`config.mk`:
```
export PLATFORM = sky130hd
export DESIGN_NAME = rr_mux_arbiter4
export DESIGN_NICKNAME = d
export VERILOG_FILES = /design/src/rtl/rr_arb_pkg.sv /design/src/rtl/mux4_1_param.sv /design/src/rtl/rr_pick4.sv /design/src/rtl/rr_mux_arbiter4.sv
export SDC_FILE = /design/constraint.sdc
export NUM_CORES = 1
export LEC_CHECK = 0
export CAP_MARGIN = 20
export CORE_AREA = 5 5 43 54
export DETAILED_ROUTE_END_ITERATION = 10
export DIE_AREA = 0 0 48 59
export PLACE_DENSITY = 0.73
export SYNTH_ARGS = -nofsm -noshare
export SYNTH_HDL_FRONTEND = slang
export SYNTH_SLANG_ARGS = --single-unit
export TNS_END_PERCENT = 10
```
`constraint.sdc`:
```
create_clock -name clk -period 2 [get_ports clk]
set_clock_uncertainty 0.05 [all_clocks]
set_input_delay 0.5 -clock clk [delete_from_list [all_inputs] [get_ports clk]]
set_output_delay 0.5 -clock clk [all_outputs]
set_load 0.01 [all_outputs]
```
`src/rtl/rr_arb_pkg.sv`:
```
// Shared constants and types for the 4-way round-robin arbiter.
// Latency: n/a (declarations only).
// Backpressure: n/a.
package rr_arb_pkg;

  localparam int NUM_REQ = 4;
  localparam int SEL_W   = 2;

  // EMPTY: no word held; FULL: word held, free arbitration;
  // LOCKED: a multi-beat burst owns the channel until its last beat.
  typedef enum logic [1:0] {
    EMPTY  = 2'd0,
    FULL   = 2'd1,
    LOCKED = 2'd2
  } state_t;

  // Pointer starts at the top index so requester 0 is searched first.
  localparam logic [SEL_W-1:0] PTR_RST = 2'd3;

  // One-hot grant vector for a requester index.
  function automatic logic [NUM_REQ-1:0] onehot4(input logic [SEL_W-1:0] idx);
    return NUM_REQ'(1) << idx;
  endfunction

endpackage

```
`src/rtl/mux4_1_param.sv`:
```
// Parameterised 4-to-1 word select.
// Latency: combinational, 0 cycles.
// Backpressure: none; pure select.
module mux4_1_param #(
  parameter int N = 4
) (
  input  logic [1:0]   i_sel,
  input  logic [N-1:0] i_d0,
  input  logic [N-1:0] i_d1,
  input  logic [N-1:0] i_d2,
  input  logic [N-1:0] i_d3,
  output logic [N-1:0] o_y
);

  // Route the indexed input word to the output.
  always_comb begin
    o_y = i_d0;
    case (i_sel)
      2'd0:    o_y = i_d0;
      2'd1:    o_y = i_d1;
      2'd2:    o_y = i_d2;
      default: o_y = i_d3;
    endcase
  end

endmodule

```
`src/rtl/rr_pick4.sv`:
```
// Round-robin winner search over 4 requesters, starting after the pointer.
// Latency: combinational, 0 cycles.
// Backpressure: none; the caller decides whether the winner is granted.
module rr_pick4
  import rr_arb_pkg::*;
(
  input  logic [NUM_REQ-1:0] i_req_valid,
  input  logic [SEL_W-1:0]   i_ptr,
  output logic [SEL_W-1:0]   o_winner,
  output logic               o_any
);

  logic [SEL_W-1:0] w_idx;
  logic             w_found;

  // Walk ptr+1, ptr+2, ptr+3, ptr (mod 4) and keep the first valid index.
  always_comb begin
    o_winner = '0;
    o_any    = |i_req_valid;
    w_found  = 1'b0;
    w_idx    = '0;
    for (int k = 1; k <= NUM_REQ; k++) begin
      w_idx = i_ptr + SEL_W'(k);
      if (!w_found && i_req_valid[w_idx]) begin
        o_winner = w_idx;
        w_found  = 1'b1;
      end
    end
  end

endmodule

```
`src/rtl/rr_mux_arbiter4.sv`:
```
// Round-robin arbiter sharing one N-bit channel among 4 requesters, with a
// one-entry registered output stage. Latency: 1 cycle handshake-to-out_valid.
// Backpressure: req_ready only when the output stage is empty or retiring.
// Optional burst lock: define RR_MUX_ARBITER4_LOCK_EN to add req_last and the
// LOCKED state, which keeps the channel on one requester until its last beat.
module rr_mux_arbiter4
  import rr_arb_pkg::*;
#(
  parameter int N = 4
) (
  input  logic               clk,
  input  logic               rst,
  input  logic [NUM_REQ-1:0] req_valid,
  input  logic [N-1:0]       req_data0,
  input  logic [N-1:0]       req_data1,
  input  logic [N-1:0]       req_data2,
  input  logic [N-1:0]       req_data3,
`ifdef RR_MUX_ARBITER4_LOCK_EN
  input  logic [NUM_REQ-1:0] req_last,
`endif
  output logic [NUM_REQ-1:0] req_ready,
  output logic               out_valid,
  input  logic               out_ready,
  output logic [N-1:0]       out_data,
  output logic [SEL_W-1:0]   out_sel
);

  state_t           r_state;
  state_t           w_state_nxt;
  logic             r_out_valid;
  logic [N-1:0]     r_out_data;
  logic [SEL_W-1:0] r_out_sel;
  logic [SEL_W-1:0] r_ptr;

  logic [SEL_W-1:0] w_pick_winner;
  logic             w_pick_any;
  logic [SEL_W-1:0] w_winner;
  logic             w_any;
  logic             w_load;
  logic             w_grant;
  logic [N-1:0]     w_mux_dat;

  rr_pick4 u_pick (
    .i_req_valid (req_valid),
    .i_ptr       (r_ptr),
    .o_winner    (w_pick_winner),
    .o_any       (w_pick_any)
  );

  mux4_1_param #(.N(N)) u_mux (
    .i_sel (w_winner),
    .i_d0  (req_data0),
    .i_d1  (req_data1),
    .i_d2  (req_data2),
    .i_d3  (req_data3),
    .o_y   (w_mux_dat)
  );

  // Effective winner: the round-robin pick, or the burst owner while locked.
  always_comb begin
    w_winner = w_pick_winner;
    w_any    = w_pick_any;
`ifdef RR_MUX_ARBITER4_LOCK_EN
    if (r_state == LOCKED) begin
      // out_sel always names the last granted requester, i.e. the owner.
      w_winner = r_out_sel;
      w_any    = req_valid[r_out_sel];
    end
`endif
    w_load  = !r_out_valid || out_ready;
    w_grant = w_load && w_any && !rst;
  end

  // FSM state register.
  always_ff @(posedge clk) begin
    if (rst) begin
      r_state <= EMPTY;
    end else begin
      r_state <= w_state_nxt;
    end
  end

  // FSM next-state: only a load slot can change the state.
  always_comb begin
    w_state_nxt = r_state;
    if (w_load) begin
`ifdef RR_MUX_ARBITER4_LOCK_EN
      if (w_any) begin
        w_state_nxt = req_last[w_winner] ? FULL : LOCKED;
      end else if (r_state != LOCKED) begin
        w_state_nxt = EMPTY;
      end
`else
      w_state_nxt = w_any ? FULL : EMPTY;
`endif
    end
  end

  // FSM outputs: one-hot grant and the registered output stage.
  always_comb begin
    req_ready = w_grant ? onehot4(w_winner) : '0;
    out_valid = r_out_valid;
    out_data  = r_out_data;
    out_sel   = r_out_sel;
  end

  // Output stage and pointer: load on a free slot, freeze while stalled.
  always_ff @(posedge clk) begin
    if (rst) begin
      r_out_valid <= 1'b0;
      r_out_data  <= '0;
      r_out_sel   <= '0;
      r_ptr       <= PTR_RST;
    end else if (w_load) begin
      r_out_valid <= w_any;
      if (w_any) begin
        r_out_data <= w_mux_dat;
        r_out_sel  <= w_winner;
        r_ptr      <= w_winner;
      end
    end
  end

endmodule
```
# Word-level counts from Yosys, hierarchy flattened
# Index checks and enable logic that the tools add are counted.
# word_totals
latch_bits,0
word_cells,45
input_bits,23
n_memories,0
ramBits,0
mem_bits_ro,0
ff_bits,9
# classes
reduce_logical,14
n_bitwise,0
div_mod_pow,0
add_sub_neg,3
eq_ne,2
n_mux,17
n_mul,0
magnitude_cmp,4
shift,1
# op_table
operator,count
"< comparator 2 x 3 -> 1 bit, second input constant",4
one-hot mux 4 bit (3 select lines),1
binary-select mux 1 bit (select 2 bit),4
two-way mux 2 bit,4
two-way mux 1 bit,7
logical AND 1 bit,5
zero test 1 bit,5
"adder 2 bit, second input constant",2
two-way mux 4 bit,1
OR reduction 4 bit,1
"left shift 1 x 2 -> 4 bit, first input constant",1
"adder 2 x 1 -> 2 bit, second input constant",1
"== test 2 x 1 -> 1 bit, second input constant",1
"== test 2 bit, second input constant",1
zero test 2 bit,1
AND reduction 2 bit,1
logical OR 1 bit,1

# Longest topological paths before layout
# Gate-level depths: netlist of the first run.
# depth
depth_word,15
depth_mapped,6

# Hierarchy
# Synthesis of the first run repeated with hierarchy kept, for this count alone.
# unflattened
hier_cells,63
hier_area_um2,571.8
# modules_own_cells
module,seq_area_each_um2,area_each_um2,cells_per_inst,instances
rr_mux_arbiter4,180.2,385.4,45,1
mux4_1_param,0.0,105.1,4,1
rr_pick4,0.0,81.3,14,1

# Worst setup path after synthesis of the first run
# No wires, ideal clock.
# synth_path
path_kind,input-to-output
start,input port req_valid[0]
end,output port req_ready[3]
t_required_ns,1.450
path_stages,4
n_path_buf,0
t_arrival_ns,1.365
path_slack_ns,0.085
cell_sequence,o21ai_2 -> o221ai_4 -> or3_1 -> nor2b_1
# synth_via
elab_chain_cells,14
elab_cells_between_ends,26
# synth_rtl
item,line_no,rtl
start: declaration,rr_mux_arbiter4.sv:13,"input logic [NUM_REQ-1:0] req_valid,"
binary-select mux 1 bit (select 2 bit),rr_pick4.sv:24,if (!w_found && i_req_valid[w_idx]) begin
two-way mux 1 bit (implied by the code),rr_pick4.sv:24,
two-way mux 1 bit,rr_pick4.sv:24,
zero test 1 bit,rr_pick4.sv:24,
logical AND 1 bit,rr_pick4.sv:24,
two-way mux 1 bit,rr_pick4.sv:24,
zero test 1 bit,rr_pick4.sv:24,
logical AND 1 bit,rr_pick4.sv:24,
two-way mux 1 bit,rr_pick4.sv:24,
zero test 1 bit,rr_pick4.sv:24,
logical AND 1 bit,rr_pick4.sv:24,
two-way mux 2 bit,rr_pick4.sv:24,
left shift 1 x 2 -> 4 bit,rr_arb_pkg.sv:22,return NUM_REQ'(1) << idx;
two-way mux 4 bit *,rr_mux_arbiter4.sv:101,req_ready = w_grant ? onehot4(w_winner) : '0;
end: declaration,rr_mux_arbiter4.sv:21,"output logic [NUM_REQ-1:0] req_ready,"
# Mark *: on every way between the ends. The rest lies on a longest branch, timed or not. The select of a mux whose other input is x is not followed.

# Final worst setup path of the first run
# layout_path
start,input port req_valid[3]
end,output port req_ready[1]
# The elaborated chain is that of the path after synthesis.

==> results of run 1 <==
sequential cells by signal, summed over array words and instances, names as in the netlist:
signal	count
r_ptr	2
out_valid	1
out_sel	2
out_data	4
cell type report:
cell class / instances / area [um2]
fill: 135 / 562
timing repair buffer: 52 / 493
multi-input combinational: 51 / 455
sequential: 9 / 183
tap: 19 / 23.8
clock buffer: 3 / 22.5
clock inverter: 1 / 5.00
path summary, 6_finish.rpt:
path,start,to,slack (ns),depth (start not counted)
max,req_valid[3],req_ready[1],-0.12,7
min,out_sel[1],out_sel[1],0.45,2
max reg2reg,r_ptr[0],out_data[0],0.18,8
min reg2reg,out_sel[1],out_sel[1],0.45,2
layer usage:
| metal | global-route usage [%] | wire, um |
|---|---|---|
| met1 | 15.6 | 763 |
| met3 | 2.43 | 68 |
| met2 | 26.8 | 1150 |
| met4 | 5.00 | 21 |
| met5 | 0 | 0 |
kinds of logic after synthesis:
group                  after synthesis  synth area share, %
buffers and inverters                3                 3.28
DFF                                  9                 29.6
muxes                               12                 19.7
and+or+nand+nor                     25                 22.4
AOI/OAI and AO/OA                   14                 25.1
synthesized netlist by cell type:
library cell / count / area (um2)
sky130_fd_sc_hd__a211o_1: 1 / 8.76
sky130_fd_sc_hd__a21o_1: 1 / 7.51
sky130_fd_sc_hd__a21oi_1: 1 / 5.00
sky130_fd_sc_hd__a22o_1: 4 / 35.0
sky130_fd_sc_hd__a31oi_1: 1 / 6.26
sky130_fd_sc_hd__and2b_1: 1 / 7.51
sky130_fd_sc_hd__and3_1: 1 / 6.26
sky130_fd_sc_hd__buf_2: 1 / 5.00
sky130_fd_sc_hd__buf_6: 1 / 11.3
sky130_fd_sc_hd__clkbuf_1: 1 / 3.75
sky130_fd_sc_hd__dfxtp_1: 9 / 180
sky130_fd_sc_hd__mux2i_1: 12 / 120
sky130_fd_sc_hd__nand2_1: 1 / 3.75
sky130_fd_sc_hd__nand2b_1: 3 / 18.8
sky130_fd_sc_hd__nor2_1: 7 / 26.3
sky130_fd_sc_hd__nor2_2: 1 / 6.26
sky130_fd_sc_hd__nor2b_1: 8 / 50.1
sky130_fd_sc_hd__nor3_1: 1 / 5.00
sky130_fd_sc_hd__o21ai_1: 1 / 5.00
sky130_fd_sc_hd__o21ai_2: 1 / 8.76
sky130_fd_sc_hd__o21bai_1: 1 / 7.51
sky130_fd_sc_hd__o221ai_4: 1 / 26.3
sky130_fd_sc_hd__o311ai_4: 1 / 26.3
sky130_fd_sc_hd__o41ai_2: 1 / 16.3
sky130_fd_sc_hd__or2_2: 1 / 6.26
sky130_fd_sc_hd__or3_1: 1 / 6.26
through the flow:
step / TNS [ns] / power (mW) / setup slack (ns)
5_1_grt: -0.627 / 0.717 / -0.175
3_5_place_dp: -5.70 / 0.489 / -0.907
3_3_place_gp: -5.61 / 0.486 / -0.910
4_1_cts: -0.421 / 0.658 / -0.128
2_1_floorplan: 0 / 0.349 / 0.0847
6_report: -0.363 / 0.672 / -0.117
power by group through the flow:
stage                     sequential [mW]  clock, mW  combinational, mW
after global placement              0.216          0              0.270
after floorplan                     0.223          0              0.126
after CTS                           0.214      0.141              0.303
after detailed placement            0.217          0              0.273
final                               0.214      0.135              0.322
after global routing                0.217      0.154              0.347
timing repair:
item                       in CTS  in global routing
resized for setup              48                 12
pin swaps                      10                  6
buffers inserted                5                  1
setup endpoints to repair       9                  4
worst max-delay path, cell delays in order:
cell,delay (ns)
sky130_fd_sc_hd__buf_2,0.12
sky130_fd_sc_hd__and2b_2,0.23
sky130_fd_sc_hd__o21ai_2,0.18
sky130_fd_sc_hd__o311ai_4,0.13
sky130_fd_sc_hd__buf_6,0.14
sky130_fd_sc_hd__and3_4,0.14
sky130_fd_sc_hd__buf_6,0.11
==> metrics.txt, run 1 <==
# TYPE chip_impl_metric gauge
chip_impl_info{name="status",value="complete, but fails checks"} 1
chip_impl_info{name="violated_checks",value="negative setup slack"} 1
chip_impl_metric{name="floorplan.core_area",unit="um2"} 1740
chip_impl_metric{name="static-leakage-power",unit="nW"} 0.537
chip_impl_metric{name="all_layer_global_routing_usage",unit="%"} 14.5
chip_impl_metric{name="insertedDiodeCount",unit=""} 0
chip_impl_metric{name="insertion_delay",unit="ns"} 0.26
chip_impl_metric{name="power_per_cell_area",unit="nW/um2"} 568
chip_impl_info{name="worstSetupPathType",value="input port to primary output"} 1
chip_impl_metric{name="total_count_of_hold_check_failures_in_the_final_report",unit=""} 0
chip_impl_metric{name="cell_internal_pwr",unit="uW"} 474
chip_impl_metric{name="vias_per_cell",unit=""} 4.96
chip_impl_metric{name="worst-endpoint-required",unit="ns"} 1.45
chip_impl_metric{name="synth_cells",unit=""} 63
chip_impl_metric{name="final_wirelength",unit="um"} 2000
chip_impl_metric{name="layout.cells.non_filler",unit=""} 135
chip_impl_metric{name="first_global_vias",unit=""} 706
chip_impl_metric{name="vdd_ir_drop_max",unit="mV"} 0.371
chip_impl_info{name="clock-root-buffer",value="sky130_fd_sc_hd__clkbuf_4"} 1
chip_impl_metric{name="die_y",unit="um"} 59
chip_impl_metric{name="initial_core_util",unit="%"} 34.9
chip_impl_info{name="hold_class",value="flip-flop to flip-flop"} 1
chip_impl_metric{name="clkSlewWorstSetupHoldPaths",unit="ns"} 0.07
chip_impl_metric{name="slew-limit-headroom",unit="%"} 73.4
chip_impl_metric{name="ctsLongestPathBuffers",unit=""} 2
chip_impl_metric{name="cts-buffers-inserted",unit=""} 3
chip_impl_metric{name="grt_max_degree",unit=""} 11
chip_impl_metric{name="seq_power_share",unit="%"} 31.9
chip_impl_metric{name="synth-seq-cells",unit=""} 9
chip_impl_metric{name="design_area",unit="um2"} 1180
chip_impl_metric{name="post_synth_instance_area",unit="um2"} 609
chip_impl_metric{name="gr-total-overflow",unit=""} 0
chip_impl_metric{name="finalMaxSlewViolations",unit=""} 0
chip_impl_info{name="setup_repair_after_global_routing_missed_its_margin",value="true"} 1
chip_impl_info{name="tritoncts",value="done"} 1
chip_impl_metric{name="cts-htree-levels",unit=""} 1
chip_impl_metric{name="final_nets",unit=""} 140
chip_impl_metric{name="postCtsHoldBufs",unit=""} 0
chip_impl_metric{name="ys.warnings.count",unit=""} 0
chip_impl_metric{name="finalCoreUtilization",unit="%"} 67.8
chip_impl_metric{name="switchingPower",unit="uW"} 198
chip_impl_metric{name="yosysSeqAreaShare",unit="%"} 29.6
chip_impl_metric{name="antenna_found_initial",unit=""} 0
chip_impl_metric{name="cap_viol_max_count",unit=""} 0
chip_impl_metric{name="layout-drive-gt1-share",unit="%"} 39.7
chip_impl_metric{name="floorplan.die_area",unit="um2"} 2830
chip_impl_metric{name="crit_path_max_fanout",unit=""} 3
chip_impl_metric{name="setup_slack",unit="ns"} -0.117
chip_impl_info{name="critPathCaptureType",value="primary output"} 1
chip_impl_metric{name="portBuffers",unit=""} 33
chip_impl_metric{name="max_clock_freq",unit="MHz"} 472
chip_impl_metric{name="worst-slew-pin-transition",unit="ns"} 0.397
chip_impl_metric{name="route.vias.total",unit=""} 669
chip_impl_metric{name="power.switching_fraction",unit="%"} 29.5
chip_impl_metric{name="chipWidth",unit="um"} 48
chip_impl_metric{name="drt_iter0_markers",unit=""} 1
chip_impl_metric{name="clock_sink_count",unit=""} 9
chip_impl_metric{name="arrival",unit="ns"} 1.57
chip_impl_metric{name="share_clk_of_total_power",unit="%"} 20.1
chip_impl_metric{name="drt_first_pass_iters",unit=""} 4
chip_impl_metric{name="post_synth.cell_area_avg",unit="um2"} 9.67
chip_impl_metric{name="combinationalPowerShare",unit="%"} 48.0
chip_impl_metric{name="post_drt_wl_per_cell",unit="um"} 14.8
chip_impl_metric{name="final.period_utilization",unit="%"} 106
chip_impl_metric{name="floorplan.rows",unit=""} 17
chip_impl_metric{name="drc",unit=""} 0
chip_impl_metric{name="place_hpwl",unit="um"} 1500
chip_impl_metric{name="dp.cells",unit=""} 125
chip_impl_metric{name="global_placement_routability_congestion",unit=""} 0.707
chip_impl_info{name="layout_common_cells",value="sky130_fd_sc_hd__clkdlybuf4s50_1, sky130_fd_sc_hd__mux2i_1, sky130_fd_sc_hd__buf_4"} 1
chip_impl_metric{name="synth.lib_cells_used.distinct",unit=""} 26
chip_impl_info{name="worstSetupStartpointType",value="input port"} 1
chip_impl_metric{name="report.final.setup_viol",unit=""} 4
chip_impl_metric{name="fin_worst_hold_slack",unit="ns"} 0.448
chip_impl_metric{name="grt_first_pass_wirelength",unit="um"} 3030
chip_impl_metric{name="postSynthNetCount",unit=""} 86
chip_impl_metric{name="ant_nets",unit=""} 0
chip_impl_metric{name="placement.cell_area",unit="um2"} 1040
chip_impl_metric{name="num_io_pins",unit=""} 34
chip_impl_metric{name="area_delta_synth_final",unit="%"} 94.0
chip_impl_metric{name="finalCriticalPeriod",unit="ns"} 2.12
chip_impl_info{name="layout_commonest_cell",value="sky130_fd_sc_hd__clkdlybuf4s50_1"} 1
No activity file was read; power rests on OpenSTA's default activity.
==> inputs of run 2 (changes only) <==
Settings changed: SETUP_SLACK_MARGIN set to 0.5.
==> metrics.txt, run 2 (same netlist as run 1, synthesis figures left out) <==
# TYPE chip_impl_metric gauge
chip_impl_metric{name="max_clock_freq",unit="MHz"} 473
chip_impl_metric{name="clock_sink_count",unit=""} 9
chip_impl_metric{name="drt_iter0_markers",unit=""} 11
chip_impl_metric{name="final_wirelength",unit="um"} 2270
chip_impl_metric{name="all_layer_global_routing_usage",unit="%"} 15.7
chip_impl_metric{name="num_io_pins",unit=""} 34
chip_impl_metric{name="layout.cells.non_filler",unit=""} 140
chip_impl_metric{name="final.period_utilization",unit="%"} 106
chip_impl_metric{name="grt_max_degree",unit=""} 12
chip_impl_metric{name="final_nets",unit=""} 145
chip_impl_metric{name="combinationalPowerShare",unit="%"} 51.4
chip_impl_metric{name="vias_per_cell",unit=""} 5.12
chip_impl_metric{name="switchingPower",unit="uW"} 213
chip_impl_metric{name="total_count_of_hold_check_failures_in_the_final_report",unit=""} 0
chip_impl_info{name="violated_checks",value="negative setup slack"} 1
chip_impl_info{name="hold_class",value="flip-flop to flip-flop"} 1
chip_impl_metric{name="ant_nets",unit=""} 0
chip_impl_info{name="layout_common_cells",value="sky130_fd_sc_hd__buf_4, sky130_fd_sc_hd__clkdlybuf4s50_1, sky130_fd_sc_hd__mux2i_1"} 1
chip_impl_info{name="status",value="complete, but fails checks"} 1
chip_impl_metric{name="largest_register_ffs",unit=""} 4
chip_impl_metric{name="nFillCells",unit=""} 130
chip_impl_metric{name="clkSlewWorstSetupHoldPaths",unit="ns"} 0.06
chip_impl_metric{name="area_delta_synth_final",unit="%"} 110
chip_impl_info{name="critPathCaptureType",value="primary output"} 1
chip_impl_metric{name="floorplan.core_area",unit="um2"} 1740
chip_impl_metric{name="share_clk_of_total_power",unit="%"} 18.4
chip_impl_metric{name="ctsLongestPathBuffers",unit=""} 2
chip_impl_metric{name="cts-buffers-inserted",unit=""} 3
chip_impl_metric{name="finalCriticalPeriod",unit="ns"} 2.12
chip_impl_metric{name="fin_setup_tns",unit="ns"} -0.391
chip_impl_metric{name="slew-limit-headroom",unit="%"} 73.7
chip_impl_metric{name="floorplan.rows",unit=""} 17
chip_impl_metric{name="finalMaxSlewViolations",unit=""} 0
chip_impl_metric{name="cell_internal_pwr",unit="uW"} 501
chip_impl_metric{name="drc",unit=""} 0
chip_impl_info{name="layout_commonest_cell",value="sky130_fd_sc_hd__buf_4"} 1
chip_impl_metric{name="hold_path_depth",unit=""} 2
chip_impl_metric{name="floorplan.die_area",unit="um2"} 2830
chip_impl_metric{name="insertion_delay",unit="ns"} 0.25
chip_impl_metric{name="first_global_vias",unit=""} 734
chip_impl_metric{name="power_per_cell_area",unit="nW/um2"} 557
chip_impl_metric{name="placement.setup.worst_slack",unit="ns"} -0.992
chip_impl_metric{name="report.final.setup_viol",unit=""} 4
chip_impl_metric{name="postCtsHoldBufs",unit=""} 0
chip_impl_metric{name="initial_core_util",unit="%"} 34.9
chip_impl_metric{name="post_drt_wl_per_cell",unit="um"} 16.2
chip_impl_metric{name="grt_first_pass_wirelength",unit="um"} 3150
chip_impl_metric{name="chipWidth",unit="um"} 48
chip_impl_metric{name="global_placement_routability_congestion",unit=""} 0.739
chip_impl_info{name="setup_repair_after_global_routing_missed_its_margin",value="true"} 1
chip_impl_metric{name="power.switching_fraction",unit="%"} 29.8
chip_impl_metric{name="crit_path_max_fanout",unit=""} 4
chip_impl_metric{name="layout-drive-gt1-share",unit="%"} 45.5
chip_impl_metric{name="place_hpwl",unit="um"} 1520
chip_impl_metric{name="static-leakage-power",unit="nW"} 0.609
chip_impl_metric{name="seqCellArea",unit="um2"} 183
chip_impl_info{name="timing.rr.end",value="out_data[3]"} 1
chip_impl_metric{name="seq_power_share",unit="%"} 30.1
chip_impl_metric{name="cap_viol_max_count",unit=""} 0
chip_impl_info{name="worstSetupPathType",value="input port to primary output"} 1
chip_impl_info{name="tritoncts",value="done"} 1
chip_impl_metric{name="route.vias.total",unit=""} 717
chip_impl_metric{name="arrival",unit="ns"} 1.57
chip_impl_metric{name="timing.reg2reg.worst_path_depth",unit=""} 8
chip_impl_metric{name="die_y",unit="um"} 59
chip_impl_metric{name="drt_first_pass_iters",unit=""} 4
chip_impl_metric{name="insertedDiodeCount",unit=""} 0
chip_impl_metric{name="multi_input_comb_area",unit="um2"} 497
chip_impl_metric{name="finalPower",unit="uW"} 713
chip_impl_info{name="clock-root-buffer",value="sky130_fd_sc_hd__clkbuf_4"} 1
chip_impl_metric{name="setup_slack",unit="ns"} -0.116
chip_impl_metric{name="vdd_ir_drop_max",unit="mV"} 0.473
chip_impl_metric{name="worst-slew-pin-transition",unit="ns"} 0.393
chip_impl_info{name="worstHoldStart",value="out_sel[1]"} 1
chip_impl_metric{name="antenna_found_initial",unit=""} 0
chip_impl_metric{name="gr-total-overflow",unit=""} 0
chip_impl_metric{name="fin_worst_hold_slack",unit="ns"} 0.446
chip_impl_info{name="critical_path.reg2reg.startpoint",value="r_ptr[0]"} 1
chip_impl_metric{name="dp.cells",unit=""} 127
chip_impl_metric{name="portBuffers",unit=""} 33
chip_impl_metric{name="cts-htree-levels",unit=""} 1
chip_impl_info{name="worstSetupStartpointType",value="input port"} 1
chip_impl_metric{name="worst-endpoint-required",unit="ns"} 1.45
chip_impl_info{name="whs_endpoint",value="out_sel[1]"} 1
chip_impl_metric{name="reg2reg_setup_slack",unit="ns"} 0.19
[run 2: cell count changes in the layout (fill, tap and decap cells not counted), sizes merged]
cell / previous run / this run
dlymetal6s2s: 0 / 1
clkdlybuf4s50: 23 / 16
buf: 27 / 31
clkbuf: 3 / 5
clkinv: 1 / 0
clkdlybuf4s15: 1 / 0
dlygate4sd2: 1 / 8
[run 2: power groups by stage]
| stage | Combinational (mW) | Clock (mW) | Sequential [mW] |
|---|---|---|---|
| final | 0.367 | 0.132 | 0.215 |
| after global routing | 0.390 | 0.146 | 0.218 |
| after CTS | 0.303 | 0.140 | 0.213 |
| after detailed placement | 0.283 | 0 | 0.217 |
| after global placement | 0.279 | 0 | 0.216 |
| after floorplan | 0.132 | 0 | 0.223 |
[run 2: through the flow]
| stage | utilization [%] | cell area [um2] |
|---|---|---|
| 6_report | 73.4 | 1280 |
| 5_1_grt | 73.4 | 1280 |
| 4_1_cts | 66.4 | 1160 |
| 3_5_place_dp | 61.4 | 1070 |
| 3_3_place_gp | 61.4 | 1070 |
| 2_1_floorplan | - | 624 |
[run 2: final cells by class]
class                           instances  area share (%)
Clock buffer                            4            2.05
Timing Repair Buffer                   57            43.0
Tap cell                               19            1.86
Sequential cell                         9            14.3
Multi-Input combinational cell         51            38.8
[run 2: how the worst max path moves through the flow]
| stage | startpoint | end | cells after the start |
|---|---|---|---|
| floorplan | req_valid[0] | req_ready[2] | 4 |
| global route | r_ptr[0] | req_ready[0] | 7 |
| finish | req_valid[0] | req_ready[3] | 6 |
| CTS | r_ptr[0] | req_ready[2] | 5 |
| global placement | req_valid[1] | req_ready[1] | 6 |
| detailed placement | req_valid[3] | req_ready[2] | 6 |
[run 2: repair_timing]
| item | CTS | global route |
|---|---|---|
| resized for setup | 62 | 16 |
| gates cloned | 0 | 1 |
| pin swaps | 10 | 12 |
| endpoints found under the setup margin | 19 | 12 |
| buffers inserted | 3 | 5 |
[run 2: worst max-delay path, stage by stage]
cell	delay [ns]
sky130_fd_sc_hd__buf_2	0.15
sky130_fd_sc_hd__o21ai_4	0.16
sky130_fd_sc_hd__o221ai_4	0.13
sky130_fd_sc_hd__or3_4	0.41
sky130_fd_sc_hd__nor2b_4	0.12
sky130_fd_sc_hd__buf_6	0.10
[run 2: layer usage]
layer,vias up,wire length (um),track usage [%]
met5,-,0,0
met4,0,34,7.31
met3,4,104,3.34
met2,21,1300,27.6
met1,344,830,16.8
li1,348,-,-
==> inputs of run 3 (changes only) <==
Settings changed: CELL_PAD_IN_SITES_DETAIL_PLACEMENT set to 1, CELL_PAD_IN_SITES_GLOBAL_PLACEMENT set to 2, CORE_AREA 5 5 43 54 to 5 5 56 70, CTS_CLUSTER_DIAMETER set to 120, DIE_AREA 0 0 48 59 to 0 0 61 75, PLACE_DENSITY 0.73 to 0.72.
==> metrics.txt, run 3 (same netlist as run 1, synthesis figures left out) <==
# TYPE chip_impl_metric gauge
chip_impl_metric{name="cap_viol_max_count",unit=""} 0
chip_impl_metric{name="first_global_vias",unit=""} 803
chip_impl_metric{name="insertedDiodeCount",unit=""} 0
chip_impl_metric{name="grt_first_pass_wirelength",unit="um"} 3640
chip_impl_metric{name="gr-total-overflow",unit=""} 0
chip_impl_metric{name="arrival",unit="ns"} 1.55
chip_impl_info{name="layout_common_cells",value="sky130_fd_sc_hd__buf_4, sky130_fd_sc_hd__clkdlybuf4s50_1, sky130_fd_sc_hd__mux2i_1"} 1
chip_impl_metric{name="global_placement_routability_congestion",unit=""} 0.732
chip_impl_info{name="critPathCaptureType",value="primary output"} 1
chip_impl_metric{name="chipWidth",unit="um"} 61
chip_impl_metric{name="final_wirelength",unit="um"} 2210
chip_impl_metric{name="place_hpwl",unit="um"} 1690
chip_impl_metric{name="clock_sink_count",unit=""} 9
chip_impl_metric{name="worst-endpoint-required",unit="ns"} 1.45
chip_impl_metric{name="max_clock_freq",unit="MHz"} 476
chip_impl_metric{name="fin_worst_hold_slack",unit="ns"} 0.449
chip_impl_metric{name="drt_iter0_markers",unit=""} 4
chip_impl_metric{name="largest_register_ffs",unit=""} 4
chip_impl_metric{name="crit_path_max_fanout",unit=""} 4
chip_impl_metric{name="clkSlewWorstSetupHoldPaths",unit="ns"} 0.04
chip_impl_info{name="layout_commonest_cell",value="sky130_fd_sc_hd__buf_4"} 1
chip_impl_metric{name="drc",unit=""} 0
chip_impl_metric{name="post_drt_wl_per_cell",unit="um"} 13.6
chip_impl_metric{name="initial_core_util",unit="%"} 19.2
chip_impl_metric{name="dp.cells",unit=""} 145
chip_impl_metric{name="cts-htree-levels",unit=""} 1
chip_impl_info{name="worstSetupStartpointType",value="input port"} 1
chip_impl_metric{name="grt_max_degree",unit=""} 10
chip_impl_info{name="clock-root-buffer",value="sky130_fd_sc_hd__clkbuf_8"} 1
chip_impl_info{name="tritoncts",value="done"} 1
chip_impl_metric{name="floorplan.die_area",unit="um2"} 4580
chip_impl_metric{name="layout.cells.non_filler",unit=""} 162
chip_impl_metric{name="finalMaxSlewViolations",unit=""} 0
chip_impl_metric{name="multi_input_comb_area",unit="um2"} 485
chip_impl_metric{name="route.vias.total",unit=""} 694
chip_impl_metric{name="design_area",unit="um2"} 1300
chip_impl_metric{name="floorplan.rows",unit=""} 23
chip_impl_info{name="violated_checks",value="negative setup slack"} 1
chip_impl_metric{name="cts-buffers-inserted",unit=""} 3
chip_impl_metric{name="floorplan.core_area",unit="um2"} 3170
chip_impl_metric{name="ant_nets",unit=""} 0
chip_impl_metric{name="antenna_found_initial",unit=""} 0
chip_impl_metric{name="finalCriticalPeriod",unit="ns"} 2.10
chip_impl_info{name="status",value="complete, but fails checks"} 1
chip_impl_metric{name="vias_per_cell",unit=""} 4.28
chip_impl_info{name="worstSetupPathType",value="input port to primary output"} 1
chip_impl_metric{name="setup_slack",unit="ns"} -0.0994
chip_impl_metric{name="area_delta_synth_final",unit="%"} 113
chip_impl_info{name="setup_repair_after_global_routing_missed_its_margin",value="true"} 1
chip_impl_metric{name="final_nets",unit=""} 149
chip_impl_metric{name="worst-slew-pin-transition",unit="ns"} 0.351
chip_impl_metric{name="finalPower",unit="uW"} 761
chip_impl_metric{name="ctsLongestPathBuffers",unit=""} 2
chip_impl_metric{name="vdd_ir_drop_max",unit="mV"} 0.606
chip_impl_metric{name="slew-limit-headroom",unit="%"} 76.5
chip_impl_metric{name="placement.cell_area",unit="um2"} 1090
chip_impl_metric{name="layout-drive-gt1-share",unit="%"} 48.0
chip_impl_metric{name="insertion_delay",unit="ns"} 0.23
chip_impl_metric{name="power_per_cell_area",unit="nW/um2"} 586
chip_impl_metric{name="num_io_pins",unit=""} 34
chip_impl_metric{name="seqCellArea",unit="um2"} 184
chip_impl_metric{name="placement.setup.worst_slack",unit="ns"} -0.997
chip_impl_info{name="crit_chain",value="buf_4 -> o21ai_4 -> o221ai_4 -> or3_4 -> nor2b_4 -> buf_6"} 1
chip_impl_metric{name="total_count_of_hold_check_failures_in_the_final_report",unit=""} 0
chip_impl_info{name="hold_class",value="flip-flop to flip-flop"} 1
chip_impl_metric{name="report.final.setup_viol",unit=""} 4
chip_impl_metric{name="portBuffers",unit=""} 33
chip_impl_metric{name="all_layer_global_routing_usage",unit="%"} 10.4
chip_impl_metric{name="static-leakage-power",unit="nW"} 0.614
chip_impl_metric{name="die_y",unit="um"} 75
chip_impl_info{name="critical_path.slowest_cell",value="sky130_fd_sc_hd__or3_4"} 1
chip_impl_metric{name="final.period_utilization",unit="%"} 105
chip_impl_metric{name="nFillCells",unit=""} 383
chip_impl_metric{name="worst_path_max_stage_delay",unit="ns"} 0.42
chip_impl_metric{name="drt_first_pass_iters",unit=""} 4
[run 3: path summary, 6_finish.rpt]
| check | startpoint | cells past startpoint | slack (ns) | to |
|---|---|---|---|---|
| max reg2reg | r_ptr[0] | 8 | 0.19 | out_data[3] |
| max | req_valid[0] | 6 | -0.1 | req_ready[3] |
| min | out_sel[1] | 2 | 0.45 | out_sel[1] |
| min reg2reg | out_sel[1] | 2 | 0.45 | out_sel[1] |
[run 3: final cells by class]
cell class                 count  area share, %
clock buffer                   4           3.47
multi-input combinational     51           37.4
timing repair buffer          61           41.4
sequential                     9           14.2
tap                           37           3.57
[run 3: worst max-delay path: cells and delay by family]
| kind | cells | cell delay, ns |
|---|---|---|
| buf+inv | 2 | 0.24 |
| simple gates | 2 | 0.54 |
| compound gates | 2 | 0.27 |
[run 3: through the flow]
stage / setup TNS [ns] / utilization (%)
floorplan: 0 / -
global placement: -6.10 / 34.5
detailed placement: -6.52 / 34.5
CTS: -0.285 / 40.8
global route: -0.526 / 41.0
finish: -0.282 / 41.0
[run 3: metal layers]
metal,vias to the layer above,GRT usage (%),wire [um]
met5,-,0,0
met4,0,2.89,13
met3,2,1.72,66
met2,13,19.4,1260
met1,325,12.1,866
li1,354,-,-
[run 3: repair_timing]
item | in CTS | in global routing
gates resized for setup | 71 | 0
buffers inserted | 12 | 1
hold buffers | 0 | 0
endpoints found under the setup margin | 19 | 12
pin swaps | 10 | 3
cloned | 0 | 0
[run 3: power breakdown]
group          internal [mW]  total, mW  switching, mW
logic                  0.207      0.338          0.131
clock network          0.139      0.206         0.0675
registers              0.202      0.216         0.0145
